--- config.mk ---
export PLATFORM = sky130hd
export DESIGN_NAME = johnson_phase_tracker
export DESIGN_NICKNAME = d
export VERILOG_FILES = /design/src/rtl/johnson_pkg.sv /design/src/rtl/johnson_decode.sv /design/src/rtl/johnson_phase_tracker.sv
export SDC_FILE = /design/constraint.sdc
export NUM_CORES = 1
export LEC_CHECK = 0
export ABC_AREA = 1
export BUFFER_PORTS_ARGS = -buffer_cell sky130_fd_sc_hd__buf_4
export CAP_MARGIN = 40
export CORE_AREA = 2 2 106 57
export DETAILED_ROUTE_END_ITERATION = 8
export DIE_AREA = 0 0 108 59
export PLACE_DENSITY = 0.6
export REMOVE_ABC_BUFFERS = 1
export SLEW_MARGIN = 10
export SYNTH_ARGS = -nofsm -noshare
export SYNTH_HDL_FRONTEND = slang
export SYNTH_SLANG_ARGS = --single-unit
export TNS_END_PERCENT = 1
--- constraint.sdc ---
create_clock -name clk -period 3.1 [get_ports clk]
set_input_delay 0.62 -clock clk [delete_from_list [all_inputs] [get_ports clk]]
set_output_delay 0.62 -clock clk [all_outputs]
set_load 0.1 [all_outputs]
--- src/rtl/johnson_pkg.sv ---
// rtl/johnson_pkg.sv - shared Johnson code helpers and lock FSM encodings
package johnson_pkg;

  localparam int JC_MAX_W = 32;

  localparam logic [0:0] SEARCH = 1'b0;
  localparam logic [0:0] LOCKED = 1'b1;

  // Helpers take a max-width code plus the live width so any consumer width fits.
  function automatic logic [JC_MAX_W-1:0] jc_next(input logic [JC_MAX_W-1:0] code, input int w);
    logic [JC_MAX_W-1:0] n;
    n = '0;
    for (int i = 0; i < JC_MAX_W - 1; i++) begin
      if (i < w - 1) n[i] = code[i+1];
    end
    n[w-1] = ~code[0];
    return n;
  endfunction

  function automatic logic jc_legal(input logic [JC_MAX_W-1:0] code, input int w);
    int t;
    t = 0;
    for (int i = 0; i < JC_MAX_W - 1; i++) begin
      if (i < w - 1 && code[i] != code[i+1]) t++;
    end
    return (t <= 1);
  endfunction

  function automatic int jc_phase(input logic [JC_MAX_W-1:0] code, input int w);
    int p;
    p = 0;
    for (int i = 0; i < JC_MAX_W; i++) begin
      if (i < w && code[i]) p++;
    end
    if (code[w-1]) return p;
    else if (p == 0) return 0;
    else return 2 * w - p;
  endfunction

endpackage

--- src/rtl/johnson_decode.sv ---
// rtl/johnson_decode.sv - combinational Johnson code to phase index / one-hot decoder
module johnson_decode
  import johnson_pkg::*;
#(
  parameter int WIDTH = 4,
  localparam int PW   = $clog2(2 * WIDTH),
  localparam int OHW  = 2 * WIDTH
) (
  input  logic [WIDTH-1:0] jc_in,
  output logic             legal,
  output logic [PW-1:0]    phase,
  output logic [OHW-1:0]   phase_oh
);

  always_comb begin
    legal    = jc_legal(JC_MAX_W'(jc_in), WIDTH);
    phase    = PW'(jc_phase(JC_MAX_W'(jc_in), WIDTH));
    phase_oh = legal ? (OHW'(1) << phase) : '0;
  end

endmodule

--- src/rtl/johnson_phase_tracker.sv ---
// rtl/johnson_phase_tracker.sv - Johnson counter sequence checker with lock FSM and fault counter
module johnson_phase_tracker
  import johnson_pkg::*;
#(
  parameter int WIDTH      = 4,
  parameter int LOCK_STEPS = 4,
  parameter int ECW        = 8,
  localparam int PW        = $clog2(2 * WIDTH),
  localparam int OHW       = 2 * WIDTH
) (
  input  logic             clk,
  input  logic             rst,
  input  logic [WIDTH-1:0] jc_in,
  input  logic             jc_valid,
  input  logic             err_clr,
  output logic [PW-1:0]    phase,
  output logic [OHW-1:0]   phase_oh,
  output logic             phase_vld,
  output logic             illegal,
  output logic             wrap,
  output logic             locked,
  output logic             err,
  output logic [ECW-1:0]   err_cnt
);

  logic             dec_legal;
  logic [PW-1:0]    dec_phase;
  logic [OHW-1:0]   dec_oh;

  logic [0:0]       state_q, state_d;
  logic [3:0]       step_cnt_q, step_cnt_d;
  logic [WIDTH-1:0] prev_q;
  logic             prev_valid_q;
  logic [PW-1:0]    phase_q;
  logic [OHW-1:0]   phase_oh_q;
  logic             phase_vld_q, illegal_q, wrap_q, err_q;
  logic             err_d, wrap_d, step_ok;
  logic [ECW-1:0]   err_cnt_q;
  logic [WIDTH-1:0] next_exp;

  johnson_decode #(.WIDTH(WIDTH)) u_decode (
    .jc_in    (jc_in),
    .legal    (dec_legal),
    .phase    (dec_phase),
    .phase_oh (dec_oh)
  );

  assign next_exp = WIDTH'(jc_next(JC_MAX_W'(prev_q), WIDTH));
  assign step_ok  = prev_valid_q && dec_legal && (jc_in == next_exp);

  always_comb begin
    state_d    = state_q;
    step_cnt_d = step_cnt_q;
    err_d      = 1'b0;
    if (jc_valid) begin
      if (state_q == SEARCH) begin
        if (step_ok) begin
          if (step_cnt_q + 4'd1 == 4'(LOCK_STEPS)) begin
            state_d    = LOCKED;
            step_cnt_d = '0;
          end else begin
            step_cnt_d = step_cnt_q + 4'd1;
          end
        end else begin
          step_cnt_d = '0;
        end
      end else if (!step_ok) begin
        err_d      = 1'b1;
        state_d    = SEARCH;
        step_cnt_d = '0;
      end
    end
    wrap_d = jc_valid && (state_d == LOCKED) && dec_legal && (dec_phase == '0);
  end

  always_ff @(posedge clk) begin
    if (rst) begin
      state_q      <= SEARCH;
      step_cnt_q   <= '0;
      prev_q       <= '0;
      prev_valid_q <= 1'b0;
      phase_q      <= '0;
      phase_oh_q   <= '0;
      phase_vld_q  <= 1'b0;
      illegal_q    <= 1'b0;
      wrap_q       <= 1'b0;
      err_q        <= 1'b0;
      err_cnt_q    <= '0;
    end else begin
      state_q     <= state_d;
      step_cnt_q  <= step_cnt_d;
      phase_vld_q <= jc_valid;
      wrap_q      <= wrap_d;
      err_q       <= err_d;
      // A faulty sample still becomes the history so recovery restarts from it.
      if (jc_valid) begin
        prev_q       <= jc_in;
        prev_valid_q <= 1'b1;
        phase_q      <= dec_phase;
        phase_oh_q   <= dec_oh;
        illegal_q    <= !dec_legal;
      end
      if (err_clr) err_cnt_q <= '0;
      else if (err_d && !(&err_cnt_q)) err_cnt_q <= err_cnt_q + 1'b1;
    end
  end

  assign phase     = phase_q;
  assign phase_oh  = phase_oh_q;
  assign phase_vld = phase_vld_q;
  assign illegal   = illegal_q;
  assign wrap      = wrap_q;
  assign locked    = (state_q == LOCKED);
  assign err       = err_q;
  assign err_cnt   = err_cnt_q;

endmodule
==> impl_summary.log <==
[metrics] Data arrival, critical path: about 2.9 ns
[metrics] critical path's most frequent cell: sky130_fd_sc_hd__nor2_1
[metrics] std cell rows: 19
[metrics] Remaining DRCs: 0
[metrics] clock transition at the registers of the reported paths: ~0.06 ns
[metrics] leakage component of the power: ~1.0 nW
[metrics] maximum number of pins on one net before global-route repair: 27
[metrics] post-CTS setup buffers: 0
[metrics] number of hold buffers added after cts: 0
[metrics] max-slew violation count: 0
[metrics] CTS Buf Count: 5
[metrics] Setup Total Neg Slack: 0 ns
[metrics] worst-skew pair later-pin latency: roughly 0.27 ns
[metrics] VDD IR max: 187 µV
[metrics] combinational share of power: between 20% and 30%
[metrics] portion of total power attributed to sequential cells: 44.5%
[metrics] met3 track utilization from global routing: about 3.5%
[metrics] power per cell area: between 400 and 500 mW/mm²
[metrics] FF+latch count, synth: 33
[metrics] startpoint type of the worst setup path: input port
[metrics] met1 layer usage reported by global route: about 15%
[metrics] H-Tree Level Count: 2
[metrics] Vias per Instance: ~4.7
[metrics] crit-path leading delay family: adder cells
[metrics] number of buffer and inverter instances along the worst setup path: 2
[metrics] remaining global-route overflow: 0
[metrics] critical-path cell list: buf_4 > inv_1 > ha_1 > xor2_4 > ha_1 > nor2_1 > o21bai_1 > ha_1 > nor2_1 > nor2_1 > nor2_1 > nand3_1 > a21oi_1
[metrics] number of antenna violations at the first check in global routing: 0
[metrics] number of warnings issued by yosys: 0
[metrics] Worst Setup End Kind: flop
[metrics] number of diodes added for antenna fixing: 0
[metrics] number of global-route vias before repair: 1477
[metrics] count of mapped cells out of synthesis: between 200 and 250
[metrics] cell accounting for the most synthesized area: sky130_fd_sc_hd__dfxtp_1
[metrics] CP max FO: 4
[metrics] switching pwr: approximately 320 µW
[metrics] DRT iter0 DRCs: 34
[metrics] most used flip-flop cell after synthesis: sky130_fd_sc_hd__dfxtp_1
[metrics] sequential fraction of the synthesis area: between 30% and 40%
[metrics] status: complete, no violations
[metrics] distinct cell type count of the synthesized netlist: 34
[metrics] minimum setup slack in the final design: between 0.4 and 0.5 ns
[metrics] number of top-level design ports: 32
[metrics] Sinks on Clock Net: 33
[metrics] first-pass GRT wire length: roughly 6.2 mm
[metrics] overall routed net length: roughly 3.8 mm
[metrics] Avg Cell Area, Syn: ~7.5 µm²
[metrics] Layout Area Growth over Synthesis: 20.8%
[metrics] hold violation total from the final report: 0
[metrics] final weighted congestion in routability-driven placement: 0.791
[metrics] count of input and output buffers: 31
[metrics] crit-path max cell delay: around 0.4 ns
[metrics] type of the most critical hold path: reg -> reg
[metrics] Post-synth EDFFs: 0
[metrics] internal power contribution: between 600 and 700 µW
[metrics] CTS tree: done
[metrics] CORE AREA: between 0.005 and 0.006 mm²
[metrics] most utilized layer in the global route result: met2
[metrics] RSZ-0062 raised after global routing: no
[metrics] worst-case headroom to the max-slew limit: 63.6%
[metrics] Final Cycle Share: 86.3%
[metrics] share of the synthesized area in the top cell type: roughly 36%
[metrics] clock network fraction of total power: between 30% and 40%
[metrics] met2 capacity usage during global routing: between 20 and 25%
[metrics] Peak Freq: around 0.37 GHz
[metrics] Slew @ Worst Pin: ~0.55 ns
[metrics] number of placed instances, taps included: 343
[metrics] initial standard-cell utilization of the core: around a third
[metrics] number of buffers on the longest clock path: 2
[metrics] post-layout util: 41.5%
[metrics] Max Clock Skew: roughly 0.0042 ns
[metrics] DIE AREA: around 0.0064 mm²
[metrics] number of nets in the layout: about 290
[metrics] sw frac: 32.2%
[metrics] horizontal die dimension: approximately 110 µm
[metrics] total number of vias: approximately 1600
[metrics] post-cts gate resize count: 0
[metrics] number of detailed-routing iterations run before antenna repair: 4
[metrics] share of layout cells above drive strength 1: between 20 and 25%
[metrics] cell chosen for the clock root: sky130_fd_sc_hd__clkbuf_8
[metrics] async set-reset flop share out of synthesis: 0%
[metrics] number of nets with antenna violations after routing: 0
[metrics] top cells by area, synth: sky130_fd_sc_hd__dfxtp_1 (36%), sky130_fd_sc_hd__nand2_1 (9.6%), sky130_fd_sc_hd__inv_1 (6.5%)
[metrics] max-cap violations: 0
[metrics] total routing resource utilization after global routing: approximately 12%
[metrics] Non-Filler Instances: 350
[metrics] post-route minimum period: approximately 2.7 ns
[metrics] floorplan die height: about 59 µm
[metrics] CP max stage cell: sky130_fd_sc_hd__ha_1
[metrics] Final setup violation count: 0
[metrics] DR WL/cell: between 10 and 15 µm
[metrics] setup slack at placement: 0.160 ns
[metrics] Syn Std Cell Area: 0.00184 mm²
[metrics] required time of the critical path: 3.31 ns
[metrics] critical path class: in -> reg
[metrics] DP HPWL: ~2.8 mm
==> synth_stat cells, drive strengths merged, types with 3 or more instances <==
master	instances
ha	9
a21oi	26
o21ai	10
o211ai	3
inv	35
xnor2	3
dfxtp	33
or2	3
clkbuf	3
nor2	24
buf	3
xor2	5
nand2	54
nand3	19
nand4	11
==> layer usage <==
metal  share of wire, %  up-vias
li1                   -      857
met1                 47      740
met3                4.7        4
met2                 47       34
met5                  0        -
met4               0.79        0
==> power groups by stage <==
stage	combinational, mW	clock (mW)	sequential [mW]
CTS	0.239	0.335	0.447
global placement	0.236	0	0.456
global route	0.258	0.351	0.448
finish	0.237	0.321	0.447
detailed placement	0.238	0	0.456
floorplan	0.113	0	0.525
==> final timing paths <==
kind                                  start                        end  slack, ns  depth (start not counted)
hold reg to reg   prev_valid_q$_SDFFE_PP0P_  prev_valid_q$_SDFFE_PP0P_       0.46                          2
setup / recovery                   jc_in[1]   phase_oh[0]$_SDFFE_PP0P_       0.43                         13
hold / removal    prev_valid_q$_SDFFE_PP0P_  prev_valid_q$_SDFFE_PP0P_       0.46                          2
setup reg to reg    err_cnt[0]$_SDFFE_PP0P_    err_cnt[6]$_SDFFE_PP0P_       1.48                          7
==> logic make-up after synthesis <==
group	synth area share, %
xor gates and xnor gates	5.86
DFF	36.0
AOI/OAI and AO/OA	12.9
buffers and inverters	8.86
and+or+nand+nor	30.3
adders and majority gates	6.14
==> worst reg2reg max path: stages, from the launching register on <==
cell and delay [ns]:
sky130_fd_sc_hd__dfxtp_1 0.36, sky130_fd_sc_hd__ha_1 0.27, sky130_fd_sc_hd__nand3_1 0.12, sky130_fd_sc_hd__nor2_1 0.06, sky130_fd_sc_hd__nor2_2 0.36, sky130_fd_sc_hd__nand3_4 0.18, sky130_fd_sc_hd__nand2_1 0.10, sky130_fd_sc_hd__a21oi_1 0.06
==> final cells by class <==
class / instances / area [µm²]
Timing Repair Buffer: 31 / 233
Multi-Input combinational cell: 171 / 1010
Sequential cell: 33 / 661
Inverter: 35 / 134
Clock buffer: 7 / 86.3
Tap cell: 73 / 91.3
Fill cell: 551 / 3130
==> stage by stage <==
| stage | area [µm²] | power [mW] | hold WS [ns] |
|---|---|---|---|
| 2_1_floorplan | 1810 | 0.638 | 0.430 |
| 3_3_place_gp | 2130 | 0.692 | 0.451 |
| 3_5_place_dp | 2130 | 0.694 | 0.454 |
| 4_1_cts | 2220 | 1.02 | 0.463 |
| 5_1_grt | 2220 | 1.06 | 0.492 |
| 6_report | 2220 | 1.01 | 0.461 |
==> flip-flops by register name, indices dropped and copies added (netlist names) <==
register / count
err_cnt: 8
phase_oh: 8
prev_q: 4
step_cnt_q: 4
phase: 3
err: 1
illegal: 1
locked: 1
phase_vld: 1
prev_valid_q: 1
wrap: 1
==> placed cells by master, fill, tap and decap left out, types with 2 or more instances in the layout <==
| master | Yosys | routed |
|---|---|---|
| sky130_fd_sc_hd__nand2_1 | 47 | 47 |
| sky130_fd_sc_hd__dfxtp_1 | 33 | 33 |
| sky130_fd_sc_hd__inv_1 | 32 | 32 |
| sky130_fd_sc_hd__buf_4 | 1 | 31 |
| sky130_fd_sc_hd__a21oi_1 | 23 | 23 |
| sky130_fd_sc_hd__nor2_1 | 20 | 20 |
| sky130_fd_sc_hd__nand3_1 | 17 | 17 |
| sky130_fd_sc_hd__nand4_1 | 11 | 11 |
| sky130_fd_sc_hd__o21ai_0 | 9 | 9 |
| sky130_fd_sc_hd__ha_1 | 9 | 9 |
| sky130_fd_sc_hd__clkbuf_8 | 0 | 6 |
| sky130_fd_sc_hd__nand2_2 | 4 | 4 |
| sky130_fd_sc_hd__xnor2_1 | 3 | 3 |
| sky130_fd_sc_hd__nand2_4 | 3 | 3 |
| sky130_fd_sc_hd__xor2_1 | 3 | 3 |
| sky130_fd_sc_hd__o211ai_1 | 3 | 3 |
| sky130_fd_sc_hd__nor2_2 | 3 | 3 |
| sky130_fd_sc_hd__inv_2 | 2 | 2 |
| sky130_fd_sc_hd__xor2_4 | 2 | 2 |
| sky130_fd_sc_hd__a21oi_2 | 2 | 2 |
(Power assumes the default switching activity.)
